## src/rtl/muldiv_pkg.sv

```systemverilog
// Shared encodings for the iterative multiply/divide unit.
package muldiv_pkg;

   localparam logic [1:0] OP_MULT  = 2'b00;
   localparam logic [1:0] OP_MULTU = 2'b01;
   localparam logic [1:0] OP_DIV   = 2'b10;
   localparam logic [1:0] OP_DIVU  = 2'b11;

   typedef enum logic [1:0] {
      S_IDLE,
      S_RUN,
      S_FIX,
      S_DONE
   } state_e;

   // Fill bit replicated into lo on a divide by zero.
   localparam logic DBZ_FILL = 1'b1;

   function automatic logic op_is_div(input logic [1:0] o);
      return o[1];
   endfunction

   function automatic logic op_is_signed(input logic [1:0] o);
      return (o == OP_MULT) || (o == OP_DIV);
   endfunction

endpackage

```

## src/rtl/muldiv_div_step.sv

```systemverilog
// One restoring-division iteration: shift in a dividend bit, try subtract.
module muldiv_div_step #(
   parameter int WIDTH = 32
) (
   input  logic [WIDTH-1:0] rem_in,
   input  logic [WIDTH-1:0] divisor,
   input  logic             dvd_bit,
   output logic [WIDTH-1:0] rem_out,
   output logic             q_bit
);

   logic [WIDTH:0]   shifted;
   logic [WIDTH:0]   diff;
   logic [WIDTH-1:0] rem_shift;

   assign shifted   = {rem_in, dvd_bit};
   assign rem_shift = {rem_in[WIDTH-2:0], dvd_bit};
   assign diff      = shifted - {1'b0, divisor};
   // No borrow out of the top bit means the trial subtract fits.
   assign q_bit     = ~diff[WIDTH];
   assign rem_out   = q_bit ? diff[WIDTH-1:0] : rem_shift;

endmodule

```

## src/rtl/muldiv_iter_unit.sv

```systemverilog
// Iterative MULT/MULTU/DIV/DIVU engine with start/busy/done handshake.
// MULDIV_FAST_MUL_EN: single-cycle combinational multiply instead of shift-add.
import muldiv_pkg::*;

module muldiv_iter_unit #(
   parameter int WIDTH = 32,
   parameter int CNT_W = 6
) (
   input  logic               clk,
   input  logic               rst,
   input  logic               start,
   input  logic               cancel,
   input  logic [1:0]         op,
   input  logic [WIDTH-1:0]   a,
   input  logic [WIDTH-1:0]   b,
   output logic               busy,
   output logic               done,
   output logic [2*WIDTH-1:0] result,
   output logic               div_by_zero
);

   state_e             state;
   logic [CNT_W-1:0]   cnt;
   logic [2*WIDTH-1:0] acc;
   logic [WIDTH-1:0]   opnd;
   logic               is_div_q;
   logic               sign_a;
   logic               sign_b;

   logic               a_neg;
   logic               b_neg;
   logic [WIDTH-1:0]   a_mag;
   logic [WIDTH-1:0]   b_mag;
   logic               accept;
   logic               dbz;

   assign a_neg  = op_is_signed(op) & a[WIDTH-1];
   assign b_neg  = op_is_signed(op) & b[WIDTH-1];
   assign a_mag  = a_neg ? -a : a;
   assign b_mag  = b_neg ? -b : b;
   assign accept = ((state == S_IDLE) || (state == S_DONE))
                   && start && !cancel;
   assign dbz    = op_is_div(op) && (b == '0);

   logic [WIDTH:0]     mul_sum;
   logic [2*WIDTH-1:0] mul_next;
   logic [WIDTH-1:0]   rem_next;
   logic               q_bit;
   logic [2*WIDTH-1:0] div_next;

   assign mul_sum  = {1'b0, acc[2*WIDTH-1:WIDTH]}
                     + (acc[0] ? {1'b0, opnd} : '0);
   assign mul_next = {mul_sum, acc[WIDTH-1:1]};

   muldiv_div_step #(.WIDTH(WIDTH)) u_step (
      .rem_in  (acc[2*WIDTH-1:WIDTH]),
      .divisor (opnd),
      .dvd_bit (acc[WIDTH-1]),
      .rem_out (rem_next),
      .q_bit   (q_bit)
   );

   assign div_next = {rem_next, acc[WIDTH-2:0], q_bit};

   logic [2*WIDTH-1:0] prod_fix;
   logic [WIDTH-1:0]   quo_fix;
   logic [WIDTH-1:0]   rem_fix;
   logic [2*WIDTH-1:0] fix_res;

   assign prod_fix = (sign_a ^ sign_b) ? -acc : acc;
   assign quo_fix  = (sign_a ^ sign_b) ? -acc[WIDTH-1:0]
                                       : acc[WIDTH-1:0];
   assign rem_fix  = sign_a ? -acc[2*WIDTH-1:WIDTH]
                            : acc[2*WIDTH-1:WIDTH];
   assign fix_res  = is_div_q ? {rem_fix, quo_fix} : prod_fix;

   always_ff @(posedge clk or negedge rst) begin
      if (!rst) begin
         state       <= S_IDLE;
         busy        <= 1'b0;
         done        <= 1'b0;
         div_by_zero <= 1'b0;
         result      <= '0;
         cnt         <= '0;
         acc         <= '0;
         opnd        <= '0;
         is_div_q    <= 1'b0;
         sign_a      <= 1'b0;
         sign_b      <= 1'b0;
      end else begin
         done <= 1'b0;
         unique case (state)
            S_IDLE, S_DONE: begin
               state <= S_IDLE;
               busy  <= 1'b0;
               if (accept) begin
                  div_by_zero <= 1'b0;
                  is_div_q    <= op_is_div(op);
                  sign_a      <= a_neg;
                  sign_b      <= b_neg;
                  cnt         <= CNT_W'(WIDTH - 1);
                  if (dbz) begin
                     state       <= S_DONE;
                     done        <= 1'b1;
                     div_by_zero <= 1'b1;
                     result      <= {a, {WIDTH{DBZ_FILL}}};
                  end else if (op_is_div(op)) begin
                     state <= S_RUN;
                     busy  <= 1'b1;
                     acc   <= {{WIDTH{1'b0}}, a_mag};
                     opnd  <= b_mag;
                  end else begin
`ifdef MULDIV_FAST_MUL_EN
                     state <= S_FIX;
                     busy  <= 1'b1;
                     acc   <= (2*WIDTH)'(a_mag) * (2*WIDTH)'(b_mag);
`else
                     state <= S_RUN;
                     busy  <= 1'b1;
                     acc   <= {{WIDTH{1'b0}}, b_mag};
                     opnd  <= a_mag;
`endif
                  end
               end
            end
            S_RUN: begin
               if (cancel) begin
                  state <= S_IDLE;
                  busy  <= 1'b0;
               end else begin
                  acc <= is_div_q ? div_next : mul_next;
                  if (cnt == '0) begin
                     state <= S_FIX;
                  end else begin
                     cnt <= cnt - 1'b1;
                  end
               end
            end
            S_FIX: begin
               busy <= 1'b0;
               if (cancel) begin
                  state <= S_IDLE;
               end else begin
                  state  <= S_DONE;
                  done   <= 1'b1;
                  result <= fix_res;
               end
            end
         endcase
      end
   end

endmodule

```

## config.mk

```make
export PLATFORM = sky130hd
export DESIGN_NAME = muldiv_iter_unit
export DESIGN_NICKNAME = d
export VERILOG_FILES = /design/src/rtl/muldiv_pkg.sv /design/src/rtl/muldiv_div_step.sv /design/src/rtl/muldiv_iter_unit.sv
export SDC_FILE = /design/constraint.sdc
export NUM_CORES = 1
export LEC_CHECK = 0
export ABC_AREA = 0
export BUFFER_PORTS_ARGS = -buffer_cell sky130_fd_sc_hd__buf_2
export CORE_MARGIN = 1
export CORE_UTILIZATION = 55
export CTS_BUF_LIST = sky130_fd_sc_hd__clkbuf_8
export CTS_CLUSTER_DIAMETER = 100
export DETAILED_ROUTE_END_ITERATION = 8
export PLACE_DENSITY = 0.75
export REMOVE_ABC_BUFFERS = 1
export SLEW_MARGIN = 40
export SYNTH_ARGS = -nofsm -noshare
export SYNTH_HDL_FRONTEND = slang
export SYNTH_HIERARCHICAL = 1
export SYNTH_SLANG_ARGS = --single-unit
```

## constraint.sdc

```tcl
create_clock -name clk -period 4.7 [get_ports clk]
set_input_delay 0.47 -clock clk [delete_from_list [all_inputs] [get_ports clk]]
set_output_delay 0.47 -clock clk [all_outputs]
set_load 0.02 [all_outputs]
```

==> Word level (Yosys, flattened, before mapping) <==
Index checks and enable logic that the tools add are counted.
{ "classes": {"mux": 37, "shifts": 0, "addsub": 8, "n_reduce_logical": 18, "n_mul": 0, "n_eq_ne": 12, "n_bitwise": 5, "magnitude_cmp": 0, "div_mod_pow": 0} }
{ "ops": {"columns": ["op", "n"], "rows": [
  ["$mux 64", 9],
  ["$mux 32", 8],
  ["$pmux 64 s2", 2],
  ["$neg 32->32", 4],
  ["$neg 64->64", 1],
  ["$add 32x32->33", 1],
  ["$sub 33x32->33", 1],
  ["$logic_not 32->1", 1],
  ["$mux 6", 3],
  ["$ne 2x2->1 const B", 7],
  ["$pmux 6 s2", 1],
  ["$reduce_and 4->1", 3],
  ["$mux 2", 5],
  ["$eq 2x2->1 const B", 3],
  ["$logic_not 6->1", 1],
  ["$mux 1", 6],
  ["$pmux 2 s3", 1],
  ["$sub 6x1->6 const B", 1],
  ["$logic_not 2->1", 2],
  ["$reduce_bool 2->1", 2],
  ["$logic_and 1x1->1", 3],
  ["$ne 3x3->1 const B", 1],
  ["$pmux 1 s3", 1],
  ["$reduce_and 3->1", 1],
  ["9 further kinds", 12]
]} }
{ "word_totals": {"romBits": 0, "memories": 0, "latch_bits": 0, "elab_cells": 91, "ram_bits": 0, "in_bits": 70, "output_inout_bits": 67, "reg_bits": 174} }

==> Logic depth before layout (Yosys ltp) <==
{ "depth": {"ltp_word": 8, "mapped_depth": 19, "ltp_nobuf": 17} }

==> By module <==
The synthesis kept the hierarchy.
{ "by_module_without_submodules": {"columns": ["module", "seq_area_each_um2", "area_per_inst_um2", "cells_each", "instances"], "rows": [
  ["muldiv_iter_unit", 4354.2, 13023.7, 1606, 1],
  ["muldiv_div_step", 0.0, 2358.5, 305, 1]
]} }

==> Worst setup path after synthesis <==
No wires, ideal clock.
{ "synth_timing": {"path_type": "reg2reg", "startpoint": "register acc[31]", "endpoint": "register acc[40]", "setup_time_ns": 0.121, "period_less_slack_ns": 3.600, "required_time_ns": 4.579, "setup_slack_ns": 1.100, "path_buffers": 2, "t_arrival_ns": 3.479, "path_stages_with_launch": 19, "cell_sequence": "dfrtp_1 -> inv_1 -> ha_1 -> fa_1 -> and2b_1 -> o2111ai_2 -> a21oi_2 -> o2111ai_1 -> a211oi_2 -> nor2_4 -> mux2i_4 -> and2_4 -> buf_12 -> inv_8 -> buf_12 -> mux2_4 -> nand2_1 -> o21ai_0 -> a22o_1"} }
{ "synth_between": {"elab_chain_cells": 5} }
{ "synth_lines": {"columns": ["element", "line_no", "text"], "rows": [
  ["from (decl)", "muldiv_iter_unit.sv:24", "logic [2*WIDTH-1:0] acc;"],
  ["from (signal assigned)", "muldiv_iter_unit.sv:110", "acc <= {{WIDTH{1'b0}}, a_mag};"],
  ["from (signal assigned)", "muldiv_iter_unit.sv:120", "acc <= {{WIDTH{1'b0}}, b_mag};"],
  ["from (signal assigned)", "muldiv_iter_unit.sv:131", "acc <= is_div_q ? div_next : mul_next;"],
  ["$sub 33x32->33", "muldiv_div_step.sv:18", "assign diff = shifted - {1'b0, divisor};"],
  ["$mux 32", "muldiv_div_step.sv:21", "assign rem_out = q_bit ? diff[WIDTH-1:0] : rem_shift;"],
  ["net rem_next[8]", "muldiv_iter_unit.sv:47", "logic [WIDTH-1:0] rem_next;"],
  ["$mux 64", "muldiv_iter_unit.sv:131", null],
  ["$mux 64", "muldiv_iter_unit.sv:127", "if (cancel) begin"],
  ["$pmux 64 s2", "muldiv_iter_unit.sv:92", "unique case (state)"]
]} }
The timed path passes the listed nets, and every way through them passes these cells. The select of a mux whose other input is x is not followed.
A chain may end at the register's enable or synchronous reset.

==> Worst setup path in the final report <==
{ "layout_timing": {"startpoint": "register opnd[0]", "endpoint": "register acc[45]"} }
{ "layout_between": {"elab_chain_cells": 5, "word_cells_on_any_way": 7, "classes_between": "add/sub: 2; mux: 5"} }
{ "layout_lines": {"columns": ["element", "line_no", "text"], "rows": [
  ["from (decl)", "muldiv_iter_unit.sv:25", "logic [WIDTH-1:0] opnd;"],
  ["from (signal assigned)", "muldiv_iter_unit.sv:111", "opnd <= b_mag;"],
  ["from (signal assigned)", "muldiv_iter_unit.sv:121", "opnd <= a_mag;"],
  ["$sub 33x32->33", "muldiv_div_step.sv:18", null],
  ["$mux 32", "muldiv_div_step.sv:21", null],
  ["net rem_next[13]", "muldiv_iter_unit.sv:47", null],
  ["$mux 64", "muldiv_iter_unit.sv:131", null],
  ["$mux 64", "muldiv_iter_unit.sv:127", null],
  ["$pmux 64 s2", "muldiv_iter_unit.sv:92", null]
]} }
The timed path passes the listed nets, and every way through them passes these cells. The select of a mux whose other input is x is not followed.

==> reports/metrics.csv <==
metric,value,unit
hold crit path type,input pin to flop,
Root Buffer,clkbuf_8,
HPWL Detailed,36.1,mm
"Max FO, Critical Path",24,
Tot GR Track Use,0.335,
clk sink count,174,
Setup TNS Final,0,ns
wire length of the first global-routing pass,75.1,mm
top post-synthesis cells by area,"dfrtp_1 28%, ha_1 5.9%, a21oi_1 5.7%",
Mapped Cells,1911,
Post-synth EDFFs,0,
Crit Reg-Reg Endpoint,acc[45],
YS warnings,6,
CTS tree,yes,
I/O Buffers,136,
synth cell count leaders,"180 x nand2_1, 175 x a21oi_1, 174 x dfrtp_1, 174 x nor2_1, 154 x o21ai_0",
Synth Area in Simple Gates,0.202,
final period utilization,0.842,
Post-Synth Adder-Cell Area,0.0612,
clk_lat worst skew,0.49,ns
H-tree depth,4,
Horiz. Die Dim,169,µm
ANT cells,0,
gr ovfl total,0,
"Slew Viols, Final",0,
Slew @ Worst Pin,0.806,ns
Critical Path Start Type,flop,
cts bufs inserted,17,
Final Util,0.615,
RSZ-0062 raised after global routing,false,
die area,0.0286,mm²
reg-to-reg startpoint,opnd[0],
final RePlAce weighted congestion,1.00,
DR pass1 iterations,6,
layout cells sized above 1,0.153,
post-route ant nets,0,
sequential fraction of the synthesis area,0.283,
syn avg cell area,8.05,µm²
synthesized area,0.0154,mm²
Routed WL per cell,20.2,µm
detailed-route via count,14700,
vias in the first global route,13800,
Most used DFF post-synth,dfrtp_1,
R2R setup slack,0.74,ns
Setup crit start,opnd[0],
setup violators final,0,
fmax,253,MHz
largest net degree at the start of global routing,105,
WHS Path Cells,2,
"Clk pin slew, worst setup/hold paths",0.11,ns
endpoints failing hold,0,
WP data required,5.07,ns
crit path DAT,4.33,ns
Synth cell types,95,
outcome,completed,
area delta synth->final,8.58,%
Yosys reg bits,174,
Max-slew headroom,0.463,
crit path kind,flop to flop,
Synth Area in Compound Gates,0.237,
Final Critical Period,3.96,ns
Core Box Area,0.0272,mm²
Max Cap Viol,0,
Routed WL,47.7,mm
Die H,169,µm
Layout Skew,0.0298,ns
maximum VDD drop,0.499,mV
initial antenna violation count,1,
DRC violations left,0,
Pwr Density,804,mW/mm²
Ports,137,
Power Total,0.0134,W
design area,0.0167,mm²
Synth area leader,dfrtp_1,
fraction of registers with async set/reset,1.00,
Critical Path End,acc[45],
Pleak,7.61,nW
multiplexer share of the synthesized area,0.0626,
most frequent cell after synthesis,nand2_1,
Reg2Reg Depth,15,
placement row count,60,
CP endpoint kind,flop,
drt initial violations,1356,
via/cell ratio,6.21,
CTS max path bufs,2,
largest family of logic cells by synthesized area,compound AO/OA/AOI/OAI gates,
Initial Utilization,0.566,
post-synth top area share,0.283,
Nets,2125,
xor/xnor share of the synthesized area,0.102,
dpl cell area,0.0162,mm²
-- how the worst min path moves through the flow --
stage / slack (ns) / start / endpoint
6_report: 0.19 / cancel / state[0]
5_1_grt: 0.19 / cancel / state[0]
4_1_cts: 0.04 / rst / acc[4]
3_5_place_dp: 0.46 / div_by_zero / div_by_zero
3_3_place_gp: 0.45 / div_by_zero / div_by_zero
2_1_floorplan: 0.17 / rst / acc[0]
-- cells by family after synthesis --
| family | count (synthesis) |
|---|---|
| DFF | 174 |
| adders and majority gates | 74 |
| xor gates and xnor gates | 179 |
| buffers and inverters | 179 |
| muxes | 81 |
| AOI/OAI and AO/OA | 595 |
| and+or+nand+nor | 629 |
-- worst max-delay path, cell delays in order (launching register included) --
cell and delay (ns):
dfrtp_1 0.42, ha_1 0.23, fa_1 0.40, and2b_1 0.24, o2111ai_2 0.13, a21oi_2 0.20, o2111ai_1 0.25, a211oi_2 0.35
nor2_4 0.11, mux2i_4 0.35, and2_4 0.32, inv_8 0.14, mux2_4 0.32, nand2_1 0.08, o21ai_0 0.10, a22o_1 0.21
-- where the power goes --
group / internal (W) / switching, W
Clock: 0.000463 / 0.000673
Sequential: 0.00211 / 0.000880
Combinational: 0.00391 / 0.00539
-- registers in the layout (all words and copies together) (netlist names) --
| name | count |
|---|---|
| result | 64 |
| div_by_zero | 1 |
| state | 2 |
| is_div_q | 1 |
| done | 1 |
| sign_a | 1 |
| busy | 1 |
| cnt | 6 |
| sign_b | 1 |
| acc | 64 |
| opnd | 32 |
-- layout by cell type (no fill, tap or decap), types with 19 or more instances in the layout --
cell type,netlist,layout
a21oi_1,175,175
xor2_1,89,88
a211oi_1,22,22
ha_1,72,70
buf_2,12,134
mux2_2,36,36
mux2i_1,25,25
xnor2_1,90,88
buf_4,7,29
a21o_1,34,34
nand3_1,44,44
mux2_4,19,19
and2_1,42,41
o21ai_1,26,26
dfrtp_1,174,173
o21ai_0,154,154
inv_1,61,61
o31ai_1,26,26
a31oi_1,46,46
nor2_1,174,174
nor3_1,43,43
nand2_1,180,177
-- area by class of cell --
| cell class | count | area, µm² |
|---|---|---|
| clock buffer | 18 | 248 |
| clock inverter | 14 | 161 |
| fill | 2520 | 10500 |
| inverter | 62 | 240 |
| multi-input combinational | 1558 | 10300 |
| sequential | 174 | 4360 |
| tap | 372 | 465 |
| timing repair buffer | 168 | 972 |
-- per-stage QoR --
stage | setup slack [ns] | hold slack [ns] | instances
after global routing | 0.576 | 0.193 | 2366
final | 0.741 | 0.194 | 2366
after detailed placement | 0.812 | 0.459 | 2332
after CTS | 0.794 | 0.0420 | 2364
after global placement | 0.897 | 0.454 | 2332
after floorplan | 0.114 | 0.174 | 1794
-- routing by layer --
layer  track usage  vias to the layer above  part of all wire
li1              -                     6996                 -
met1         0.460                     6952              0.44
met2         0.543                      642              0.46
met3        0.0403                      107             0.072
met4         0.120                        0             0.028
met5             0                        -                 0
-- timing repair --
action	CTS	global route
setup buffers	0	0
hold endpoints to repair	0	46
gates resized for setup	0	0
hold buffers	0	1
Power figures use the tool's default switching activity.
